## src/rtl/hazard_ctrl.sv

```systemverilog
// ============================================================================
// Module   : hazard_ctrl
// Purpose  : Pipeline hazard sequencer. Generates the enables and flushes for
//            the IF/ID, ID/EX, EX/MEM and MEM/WB registers and the PC.
//            Optional macro HAZARD_PERF_CNT_EN builds the stall/flush counters.
// Revision : 1.0 - initial release
// ============================================================================
`default_nettype none

module hazard_ctrl #(
    parameter int REG_W = 5,
    parameter int CNT_W = 32
) (
    input  logic             CLK,
    input  logic             RST,
    input  logic             ihit,
    input  logic             dhit,
    input  logic             dmem_req,
    input  logic             branch_taken,
    input  logic             halt,
    input  logic             idex_memread,
    input  logic [REG_W-1:0] idex_rd,
    input  logic [REG_W-1:0] ifid_rs,
    input  logic [REG_W-1:0] ifid_rt,
    output logic             WEN,
    output logic             ifid_WEN,
    output logic             ifid_FLUSH,
    output logic             idex_FLUSH,
    output logic             pc_WEN,
    output logic             halted,
    output logic [CNT_W-1:0] stall_cycles,
    output logic [CNT_W-1:0] flush_count
);

    typedef enum logic [1:0] {
        RUN     = 2'd0,
        MEMWAIT = 2'd1,
        HALTED  = 2'd2
    } state_t;

    state_t state_q, state_d;
    logic   ihit_held_q, ihit_held_d;

    logic   w_fetch_ok;
    logic   w_loaduse;
    logic   w_branch_sel;
    logic   wen_d, ifid_wen_d, ifid_flush_d, idex_flush_d, pc_wen_d;

    assign w_fetch_ok = ihit | ihit_held_q;
    assign w_loaduse  = idex_memread && (idex_rd != '0) &&
                        ((idex_rd == ifid_rs) || (idex_rd == ifid_rt));

    always_ff @(posedge CLK) begin
        if (RST) begin
            state_q     <= RUN;
            ihit_held_q <= 1'b0;
        end else begin
            state_q     <= state_d;
            ihit_held_q <= ihit_held_d;
        end
    end

    always_comb begin
        state_d      = state_q;
        ihit_held_d  = ihit_held_q;
        wen_d        = 1'b0;
        ifid_wen_d   = 1'b0;
        ifid_flush_d = 1'b0;
        idex_flush_d = 1'b0;
        pc_wen_d     = 1'b0;
        w_branch_sel = 1'b0;
        if (state_q != HALTED) begin
            // Fixed priority; a completing dhit falls through to the lower rules.
            if (halt) begin
                state_d = HALTED;
            end else if (dmem_req && !dhit) begin
                state_d     = MEMWAIT;
                ihit_held_d = ihit_held_q | ihit;
            end else if (branch_taken) begin
                state_d      = RUN;
                w_branch_sel = 1'b1;
                wen_d        = 1'b1;
                ifid_flush_d = 1'b1;
                idex_flush_d = 1'b1;
                pc_wen_d     = 1'b1;
                ihit_held_d  = 1'b0;
            end else if (w_loaduse) begin
                state_d      = RUN;
                wen_d        = 1'b1;
                idex_flush_d = 1'b1;
                ihit_held_d  = w_fetch_ok;
            end else if (!w_fetch_ok) begin
                state_d      = RUN;
                wen_d        = 1'b1;
                ifid_flush_d = 1'b1;
            end else begin
                state_d     = RUN;
                wen_d       = 1'b1;
                ifid_wen_d  = 1'b1;
                pc_wen_d    = 1'b1;
                ihit_held_d = 1'b0;
            end
        end
    end

    assign WEN        = wen_d        & ~RST;
    assign ifid_WEN   = ifid_wen_d   & ~RST;
    assign ifid_FLUSH = ifid_flush_d & ~RST;
    assign idex_FLUSH = idex_flush_d & ~RST;
    assign pc_WEN     = pc_wen_d     & ~RST;
    assign halted     = (state_q == HALTED) & ~RST;

`ifdef HAZARD_PERF_CNT_EN
    logic [CNT_W-1:0] stall_cycles_q;
    logic [CNT_W-1:0] flush_count_q;

    always_ff @(posedge CLK) begin
        if (RST) begin
            stall_cycles_q <= '0;
            flush_count_q  <= '0;
        end else begin
            if (!pc_wen_d && (state_q != HALTED))
                stall_cycles_q <= stall_cycles_q + 1'b1;
            if (w_branch_sel)
                flush_count_q <= flush_count_q + 1'b1;
        end
    end

    assign stall_cycles = stall_cycles_q;
    assign flush_count  = flush_count_q;
`else
    assign stall_cycles = '0;
    assign flush_count  = '0;
`endif

endmodule

`default_nettype wire

```

## config.mk

```make
export PLATFORM = sky130hd
export DESIGN_NAME = hazard_ctrl
export DESIGN_NICKNAME = d
export VERILOG_FILES = /design/src/rtl/hazard_ctrl.sv
export SDC_FILE = /design/constraint.sdc
export NUM_CORES = 1
export LEC_CHECK = 0
export CAP_MARGIN = 20
export CORE_ASPECT_RATIO = 1.75
export CORE_MARGIN = 4
export CORE_UTILIZATION = 27
export DETAILED_ROUTE_END_ITERATION = 12
export PLACE_DENSITY_LB_ADDON = 0.2
export SYNTH_ARGS = -nofsm -noshare
export SYNTH_HDL_FRONTEND = slang
export SYNTH_SLANG_ARGS = --single-unit
```

## constraint.sdc

```tcl
create_clock -name CLK -period 1.6 [get_ports CLK]
set_input_delay 0.24 -clock CLK [delete_from_list [all_inputs] [get_ports CLK]]
set_output_delay 0.24 -clock CLK [all_outputs]
set_load 0.05 [all_outputs]
```

==> metrics.csv, run 1 <==
stage;metric;value;unit
grt;grt_pass1_wl;2500;um
critical_path;r2r-end;ihit_held_q;
timing;rsz0062_at_grt;true;
die;core-area;2900;um^2
synthesis;synth_simple_gate_area_share;0.132;
grt;use_met2;0.177;
min_path;min_from;ihit_held_q;
clock_tree;clock_latency;0.22;ns
power_and_ir_drop;power_frac_seq;0.098;
status;violations;setup timing;
grt;grtUsageMet3;0.0315;
synthesis;synth_compound_area_frac;0.0760;
power_and_ir_drop;p_sw_frac;0.563;
synthesis;ys.flop_type;dfxtp_1;
grt;busiest_layer;met2;
synthesis;synth_top_family_by_area;buffers and inverters;
timing;holdWs;0.584;ns
die;fp.dieW;49.3;um
power_and_ir_drop;combPwrFrac;0.636;
status;status;finished with violations;
min_path;hold_path_end;ihit_held_q;
routing;num_vias;609;
timing;hold_viol_final;0;
final_layout;fin_area;1120;um^2
placed_design;placed_cell_area;1030;um^2
clock_tree;cts_made_buffers;3;
routing;first_iter_violations;15;
critical_path;rrSetupSlack;0.50;ns
min_path;hp-class;reg2reg;
power_and_ir_drop;peakVddDrop;0.000304;V
routing;drtPass1Iterations;5;
power_and_ir_drop;net-switching-power;0.000472;W
die;start_util;0.279;
placed_design;dp_slack;-0.590;ns
clock_tree;cts_root_buf;clkbuf_8;
synthesis;synth_top_area_frac;0.595;
routing;drc;0;
routing;routed_wl;1740;um
final_layout;areaGrowthSynthToFinish;38.8;%
synthesis;seq_area_frac_synth;0.0744;
timing;min_period;1.80;ns
final_layout;drive_gt1_frac;0.281;
placed_design;routabilityCongestion;0.689;
power_and_ir_drop;p_leak;0.557;nW
synthesis;synthArstFlopShare;0;
critical_path;critPathMaxFanout;2;
power_and_ir_drop;pwr-share-clk;0.266;
power_and_ir_drop;cellPowerDensity;749;nW/um^2
timing;slew_viol_final;0;
timing;setup_viol;4;
synthesis;ys_types;22;
synthesis;yosysWarnings;0;
power_and_ir_drop;fin_total_pwr;0.000839;W
synthesis;synth_edf_count;0;
synthesis;synth-adder-area-share;0;
final_layout;nNetsFinal;170;
grt;gr-total-overflow;0;
placed_design;dp_cells;168;
synthesis;synth_xor_area_frac;0.109;
synthesis;syn-mean-instance-area;7.76;um^2
grt;grtUsageMet1;0.0564;
final_layout;instances_no_fill;174;
clock_tree;cts_htree_levels;1;
placed_design;dpl.hpwl;1600;um
timing;min_period_over_period;1.12;
min_path;hold_path_depth;2;
placed_design;port_buffers;28;
synthesis;synthTopCellsByArea;buf_4, xnor2_1, dfxtp_1;
critical_path;timing.rr.start;state_q[0];
critical_path;path_class;in2out;
critical_path;endpoint_kind;output pin;
critical_path;worstPathArrival;1.56;ns
routing;wl_per_cell;9.97;um
routing;vias_per_cell;3.50;
synthesis;yosysTopAreaCell;buf_4;
synthesis;netlist_area;807;um^2
grt;grt_pass1_vias;563;
synthesis;synthMuxAreaShare;0;
clock_tree;clk_pin_slew;0.03;ns
clock_tree;cts_tree;built;
final_layout;antennaDiodeCount;0;
synthesis;synth_most_common_cell;buf_4;
routing;ant_nets;0;
grt;grt_usage;0.0814;
clock_tree;cts_sinks;3;
grt;grt_max_degree;6;
power_and_ir_drop;p_int;0.000367;W
die;die_h;80.3;um
synthesis;syn-instance-count;104;
synthesis;synth-seq-cells;3;
die;dieArea;3960;um^2
critical_path;cp.required;1.36;ns
critical_path;reg2reg_depth;5;
grt;antenna_found_initial;0;
timing;fmax;556;MHz
critical_path;start_kind;input pin;
die;num_io_pins;93;
final_layout;fillers;317;
synthesis;synth_commonest_cells;buf_4, xnor2_1;
timing;fin_worst_skew;0.000176;ns
timing;layout_setup_ws;-0.197;ns
clock_tree;clockBufferDepth;2;
flow_run;drv_cap;0;
die;rows;26;
-- routing by layer --
| layer | up-vias | wire [um] |
|---|---|---|
| met2 | 55 | 1010 |
| met4 | 0 | 19 |
| met1 | 264 | 456 |
| met3 | 2 | 246 |
| li1 | 288 | - |
| met5 | - | 0 |
-- worst max-delay path: stages --
cell     delay, ns
buf_6         0.09
or4_4         0.53
o21ai_4       0.18
nor2b_4       0.07
nor4b_4       0.26
buf_12        0.18
-- logic make-up after synthesis --
kind of cell / Yosys count
buffers and inverters: 66
xor gates and xnor gates: 10
and+or+nand+nor: 15
DFF: 3
other: 1
AOI/OAI and AO/OA: 9
-- layout make-up --
cell class,instances,area (um^2),share of cell area
repair buffers,40,409,0.365
well taps,28,35.0,0.0313
multi-input cells,98,567,0.506
clock buffers,4,45.0,0.0402
flip-flops and latches,3,60.1,0.0536
inverters,1,3.75,0.00335
-- placed cells by master (no fill, tap or decap), types with 2 or more instances in the layout --
master	count
clkdlybuf4s50_1	7
nor2_1	2
buf_2	2
dlygate4sd2_1	11
xnor2_1	8
dfxtp_1	3
clkbuf_8	3
nand2_1	2
buf_6	2
a21oi_2	2
buf_12	6
xnor2_2	2
nand3_1	2
buf_4	12
conb_1	64
-- metrics by stage --
| step | TNS, ns | util |
|---|---|---|
| after floorplan | -0.462 | - |
| after global placement | -2.62 | 0.357 |
| after detailed placement | -2.62 | 0.357 |
| after CTS | -0.747 | 0.379 |
| after global routing | -0.850 | 0.387 |
| final | -0.604 | 0.387 |
-- flip-flops by register name, indices dropped and copies added (netlist names) --
register	cells
ihit_held_q	1
state_q	2
-- worst max path at each step --
stage | slack [ns] | cells after the start | from | endpoint
floorplan | -0.27 | 4 | idex_rd[1] | ifid_WEN
global placement | -0.57 | 8 | idex_rd[2] | idex_FLUSH
detailed placement | -0.59 | 6 | idex_rd[3] | ifid_WEN
CTS | -0.23 | 6 | idex_rd[2] | ifid_WEN
global route | -0.22 | 6 | idex_rd[2] | ifid_WEN
finish | -0.20 | 6 | idex_rd[2] | ifid_WEN
-- power by group through the flow --
stage | clock [W] | sequential, W | combinational [W]
2_1_floorplan | 0 | 0.0000824 | 0.000527
3_3_place_gp | 0 | 0.0000827 | 0.000523
3_5_place_dp | 0 | 0.0000834 | 0.000525
4_1_cts | 0.000228 | 0.0000822 | 0.000525
5_1_grt | 0.000233 | 0.0000823 | 0.000555
6_report | 0.000223 | 0.0000821 | 0.000534
-- timing repair --
item,4_1_cts,5_1_grt
setup buffers,1,1
gates resized for setup,35,3
pin swaps,16,3
hold buffers,0,0
hold endpoints to repair,0,0
setup endpoints to repair,6,5
(Power assumes the default switching activity.)
==> inputs of run 2 (changes only) <==
--- a/config.mk
+++ b/config.mk
@@ -6,10 +6,11 @@
 export NUM_CORES = 1
 export LEC_CHECK = 0
 export CAP_MARGIN = 20
-export CORE_ASPECT_RATIO = 1.75
-export CORE_MARGIN = 4
-export CORE_UTILIZATION = 27
+export CORE_AREA = 2 2 39 41
+export CTS_BUF_LIST = sky130_fd_sc_hd__clkbuf_4 sky130_fd_sc_hd__clkbuf_8
 export DETAILED_ROUTE_END_ITERATION = 12
+export DIE_AREA = 0 0 41 43
+export DONT_BUFFER_PORTS = 1
 export PLACE_DENSITY_LB_ADDON = 0.2
 export SYNTH_ARGS = -nofsm -noshare
 export SYNTH_HDL_FRONTEND = slang
==> run 2 against run 1 <==
- the run still ends with setup timing left
- first-iteration DRC count is the same
- sequential power about the same
- final area decreased by 28%
- die area fell by 55%
- clock skew rose by 0.0076 ns
- utilization grew 20 points
- cell count down 21%
- non-clock buffer count decreased by 25
- via count is 15% lower
- total power down 19%
- sequential cell count did not move
- global-route usage increased by 3.5 points
- critical endpoint unchanged
==> metrics.csv, run 2 (synthesis gave the netlist of run 1 again) <==
stage;metric;value;unit;change
status;status;finished with violations;;unchanged
status;violations;setup timing;;unchanged
final_layout;mostFrequentLayoutCells;conb_1, buf_4, xnor2_1, clkbuf_4, buf_12;;was conb_1, buf_4, dlygate4sd2_1, xnor2_1, clkdlybuf4s50_1
timing;fin_worst_skew;0.00782;ns;was 0.000176 ns
placed_design;dp_slack;-0.129;ns;was -0.590 ns
placed_design;routabilityCongestion;0.680;;was 0.689
clock_tree;cts_sinks;3;;unchanged
critical_path;reg2reg_depth;6;;was 5
final_layout;nNetsFinal;145;;was 170
die;core-area;1380;um^2;was 2900 um^2
critical_path;worstPathArrival;1.47;ns;was 1.56 ns
final_layout;largestRegisters;state_q x2, ihit_held_q x1;;unchanged
power_and_ir_drop;net-switching-power;0.000427;W;was 0.000472 W
power_and_ir_drop;combPwrFrac;0.658;;was 0.636
routing;routed_wl;1130;um;was 1740 um
timing;min_period_over_period;1.07;;was 1.12
routing;vias_per_cell;3.77;;was 3.50
final_layout;drive_gt1_frac;0.281;;about the same
die;die_h;43;um;was 80.3 um
placed_design;dpl.hpwl;1000;um;was 1600 um
power_and_ir_drop;pwr-share-clk;0.222;;was 0.266
critical_path;timing.rr.start;state_q[0];;unchanged
power_and_ir_drop;power_frac_seq;0.120;;was 0.098
final_layout;post-route-util;0.585;;was 0.387
die;dieArea;1760;um^2;was 3960 um^2
routing;wl_per_cell;8.24;um;was 9.97 um
power_and_ir_drop;fin_total_pwr;0.000681;W;was 0.000839 W
grt;grt_usage;0.116;;was 0.0814
final_layout;fillers;148;;was 317
critical_path;path_class;in2out;;unchanged
placed_design;port_buffers;0;;was 28
clock_tree;hold_buffers;0;;unchanged
clock_tree;cts_htree_levels;1;;unchanged
power_and_ir_drop;peakVddDrop;0.000399;V;was 0.000304 V
critical_path;rrSetupSlack;0.52;ns;was 0.50 ns
timing;layout_setup_ws;-0.112;ns;was -0.197 ns
power_and_ir_drop;p_int;0.000254;W;was 0.000367 W
final_layout;largest_reg_flops;2;;unchanged
timing;slew_viol_final;0;;unchanged
grt;gr-total-overflow;0;;unchanged
routing;drtPass1Iterations;4;;was 5
clock_tree;clock_latency;0.23;ns;was 0.22 ns
min_path;hold_path_depth;1;;was 2
final_layout;top_register;state_q;;unchanged
timing;fmax;584;MHz;was 556 MHz
critical_path;start_kind;input pin;;unchanged
timing;min_period;1.71;ns;was 1.80 ns
routing;ant_nets;0;;unchanged
grt;grt_pass1_vias;410;;was 563
routing;first_iter_violations;15;;unchanged
clock_tree;cts_made_buffers;3;;unchanged
final_layout;areaGrowthSynthToFinish;0.310;%;was 38.8%
timing;rsz0062_at_grt;true;;unchanged
grt;grt_max_degree;6;;unchanged
critical_path;critPathMaxFanout;3;;was 2
clock_tree;cts_tree;built;;unchanged
power_and_ir_drop;cellPowerDensity;842;nW/um^2;was 749 nW/um^2
final_layout;antennaDiodeCount;0;;unchanged
timing;setup_viol;3;;was 4
grt;antenna_found_initial;0;;unchanged
clock_tree;clockBufferDepth;2;;unchanged
critical_path;crit_end;ifid_WEN;;unchanged
clock_tree;cts_root_buf;clkbuf_4;;was clkbuf_8
critical_path;r2r-end;ihit_held_q;;unchanged
routing;drc;0;;unchanged
die;start_util;0.583;;was 0.279
final_layout;final_common_cell;conb_1;;unchanged
power_and_ir_drop;p_sw_frac;0.627;;was 0.563
die;num_io_pins;93;;unchanged
routing;num_vias;516;;was 609
die;fp.dieW;41;um;was 49.3 um
timing;hold_viol_final;0;;unchanged
critical_path;worstSetupStartpoint;idex_rd[1];;was idex_rd[2]
grt;grt_pass1_wl;1440;um;was 2500 um
min_path;hp-class;in2reg;;was reg2reg
critical_path;cp.required;1.36;ns;about the same
critical_path;endpoint_kind;output pin;;unchanged
die;rows;14;;was 26
flow_run;drv_cap;0;;unchanged
power_and_ir_drop;p_leak;0.410;nW;was 0.557 nW
clock_tree;clk_pin_slew;0.04;ns;was 0.03 ns
[run 2: layout make-up]
class                   instances  area (um^2)  share of cell area
clock buffers                   4         30.0              0.0371
inverters                       1         3.75             0.00464
multi-input cells              98          544               0.672
flip-flops and latches          3         61.3              0.0757
well taps                      16         20.0              0.0247
repair buffers                 15          150               0.185
[run 2: worst max-delay path, stage by stage]
cell     delay (ns)
or4_4          0.53
o21ai_4        0.15
nor2b_2        0.07
nor4b_4        0.30
buf_12         0.18
[run 2: how the worst min path moves through the flow]
stage	startpoint	to
floorplan	RST	ihit_held_q
global placement	RST	ihit_held_q
detailed placement	RST	ihit_held_q
CTS	RST	ihit_held_q
global route	RST	state_q[1]
finish	RST	ihit_held_q
[run 2: routing by layer]
layer	global-route usage	part of all wire	wire [um]
met2	0.213	0.54	615
met3	0.0209	0.16	185
met4	0.0400	0	0
met5	0	0	0
met1	0.121	0.29	327
[run 2: metrics by stage]
stage	area, um^2	setup TNS (ns)	hold WS [ns]	instances
after floorplan	1070	-0.462	0.312	167
after global placement	709	-0.142	0.314	127
after detailed placement	709	-0.184	0.316	127
after CTS	803	-0.237	0.0676	137
after global routing	810	-0.447	0.0659	137
final	810	-0.220	0.0723	137
[run 2: repair_timing]
action                                  in CTS  in global routing
setup buffers                                6                  0
endpoints found under the setup margin       4                  5
pin swaps                                    5                  1
resized for setup                            7                  1
hold endpoints to repair                     0                  0
[run 2: power by group through the flow]
stage	Combinational (W)	Clock (W)	Sequential (W)
2_1_floorplan	0.000527	0	0.0000824
3_3_place_gp	0.000430	0	0.0000829
3_5_place_dp	0.000431	0	0.0000831
4_1_cts	0.000443	0.000157	0.0000820
5_1_grt	0.000468	0.000162	0.0000826
6_report	0.000448	0.000151	0.0000820
==> inputs of run 3 (changes only) <==
--- a/config.mk
+++ b/config.mk
@@ -12,6 +12,7 @@
 export DIE_AREA = 0 0 41 43
 export DONT_BUFFER_PORTS = 1
 export PLACE_DENSITY_LB_ADDON = 0.2
+export SETUP_SLACK_MARGIN = 0.15
 export SYNTH_ARGS = -nofsm -noshare
 export SYNTH_HDL_FRONTEND = slang
 export SYNTH_SLANG_ARGS = --single-unit
==> constraint.sdc (replaced) <==
create_clock -name CLK -period 1.6 [get_ports CLK]
set_input_delay 0.24 -clock CLK [delete_from_list [all_inputs] [get_ports CLK]]
set_output_delay 0.24 -clock CLK [all_outputs]
set_load 0.01 [all_outputs]
==> run 3 against run 2 <==
- the flow now finishes without violations
- sequential share of layout area is 1.5 points higher
- total power is 44% lower
- first-iteration DRC count is 73% lower
- critical path depth is 1 lower
- wire length is 3.8% lower
- critical path type unchanged
- largest power group is now clock
==> metrics.csv, run 3 (synthesis gave the netlist of run 1 again) <==
stage;metric;value;unit;change
routing;routed_wl;1090;um;was 1130 um
placed_design;routabilityCongestion;0.773;;was 0.680
final_layout;nNetsFinal;134;;was 145
critical_path;start_kind;input pin;;unchanged
clock_tree;clockBufferDepth;2;;unchanged
timing;setup_viol;0;;was 3
critical_path;cpPeakStageDelay;0.52;ns;was 0.53 ns
timing;hold_viol_final;0;;unchanged
placed_design;port_buffers;0;;unchanged
clock_tree;cts_root_buf;clkbuf_4;;unchanged
placed_design;dp_cells;120;;was 127
timing;rsz0062_at_grt;true;;unchanged
critical_path;cp_num_buf_inv;0;;was 1
min_path;hold_path_depth;1;;unchanged
clock_tree;cts_tree;built;;unchanged
placed_design;dpl.hpwl;980;um;was 1000 um
status;status;completed;;was finished with violations
die;die_h;43;um;unchanged
timing;min_period_over_period;0.965;;was 1.07
grt;antenna_found_initial;0;;unchanged
grt;grt_pass1_wl;1320;um;was 1440 um
routing;vias_per_cell;3.73;;was 3.77
grt;grt_usage;0.114;;was 0.116
critical_path;crit_chain;or4_4, o21ai_4, nor2b_2, nor4b_4;;was or4_4, o21ai_4, nor2b_2, nor4b_4, buf_12
clock_tree;clock_latency;0.23;ns;about the same
final_layout;largestRegisters;state_q x2, ihit_held_q x1;;unchanged
routing;ant_nets;0;;unchanged
routing;drtPass1Iterations;4;;unchanged
grt;grt_max_degree;6;;unchanged
die;num_io_pins;93;;unchanged
min_path;hp-class;in2reg;;unchanged
critical_path;r2r-end;ihit_held_q;;unchanged
routing;wl_per_cell;8.62;um;was 8.24 um
power_and_ir_drop;peakVddDrop;0.000159;V;was 0.000399 V
final_layout;antennaDiodeCount;0;;unchanged
clock_tree;cts_sinks;3;;unchanged
final_layout;post-route-util;0.486;;was 0.585
critical_path;rrSetupSlack;0.51;ns;was 0.52 ns
critical_path;critical_path.top_delay_family;simple AND/OR/NAND/NOR gates;;unchanged
die;core-area;1380;um^2;unchanged
die;fp.dieW;41;um;unchanged
min_path;hold_path_end;state_q[0];;was ihit_held_q
final_layout;top_register;state_q;;unchanged
final_layout;largest_reg_flops;2;;unchanged
final_layout;instances_no_fill;126;;was 137
critical_path;endpoint_kind;output pin;;unchanged
timing;slew_viol_final;0;;unchanged
critical_path;path_class;in2out;;unchanged
clock_tree;clk_pin_slew;0.04;ns;about the same
final_layout;drive_gt1_frac;0.173;;was 0.281
final_layout;areaGrowthSynthToFinish;-16.6;%;was 0.310%
flow_run;drv_cap;0;;unchanged
critical_path;critPathMaxFanout;3;;unchanged
power_and_ir_drop;p_leak;0.346;nW;was 0.410 nW
grt;gr-total-overflow;0;;unchanged
die;start_util;0.583;;unchanged
timing;setup_tns;0;ns;was -0.220 ns
timing;fmax;647;MHz;was 584 MHz
routing;first_iter_violations;4;;was 15
critical_path;crit_slowest_cell;or4_4;;unchanged
critical_path;reg2reg_depth;6;;unchanged
final_layout;final_common_cell;conb_1;;unchanged
final_layout;mostFrequentLayoutCells;conb_1, xnor2_1, clkbuf_4, nand2_1;;was conb_1, buf_4, xnor2_1, clkbuf_4, buf_12
clock_tree;hold_buffers;0;;unchanged
die;rows;14;;unchanged
routing;num_vias;470;;was 516
clock_tree;cts_htree_levels;1;;unchanged
critical_path;worstPathArrival;1.30;ns;was 1.47 ns
routing;drc;0;;unchanged
clock_tree;cts_made_buffers;3;;unchanged
grt;grt_pass1_vias;350;;was 410
timing;fin_worst_skew;0.000859;ns;was 0.00782 ns
min_path;min_from;RST;;unchanged
critical_path;cp.required;1.36;ns;about the same
die;dieArea;1760;um^2;unchanged
timing;min_period;1.54;ns;was 1.71 ns
critical_path;timing.rr.start;state_q[0];;unchanged
power_and_ir_drop;cellPowerDensity;564;nW/um^2;was 842 nW/um^2
==> run 3: area by class of cell <==
cell class / instances / area [um^2]
clock buffer: 4 / 30.0
fill: 150 / 711
inverter: 1 / 3.75
multi-input combinational: 98 / 520
sequential: 3 / 61.3
tap: 16 / 20.0
timing repair buffer: 4 / 37.5
==> run 3: metal layers <==
layer	track usage	routed length (um)
met5	0	0
met3	0.0681	208
met2	0.181	587
met1	0.0987	269
met4	0.0800	21
==> run 3: power by group <==
part / total, W / switching [W] / internal [W] / leakage (nW)
Combinational: 0.000145 / 0.0000997 / 0.0000449 / 0.302
Clock: 0.000153 / 0.0000428 / 0.000111 / 0.0184
Sequential: 0.0000818 / 0.00000258 / 0.0000792 / 0.0252
Total: 0.000380 / 0.000145 / 0.000235 / 0.346
==> run 3: timing repair <==
item,in CTS,in global routing
resized for setup,5,6
pin swaps,1,1
buffers inserted,0,2
endpoints found under the setup margin,5,5
==> run 3: how the worst max path moves through the flow <==
stage	depth (start not counted)	startpoint	end
2_1_floorplan	4	idex_rd[1]	ifid_WEN
3_3_place_gp	4	idex_rd[1]	ifid_WEN
3_5_place_dp	5	idex_rd[1]	pc_WEN
4_1_cts	4	idex_rd[1]	ifid_WEN
5_1_grt	5	idex_rd[1]	pc_WEN
6_report	4	idex_rd[1]	ifid_WEN
==> run 3: stage by stage <==
stage               total power, W  hold WS, ns  area [um^2]  worst slack (ns)
finish                    0.000380       0.0701          673            0.0554
CTS                       0.000374       0.0646          643            0.0470
floorplan                 0.000318        0.312         1040            0.0957
global route              0.000414       0.0559          673            0.0168
global placement          0.000210        0.314          594            0.0672
detailed placement        0.000212        0.315          594            0.0493
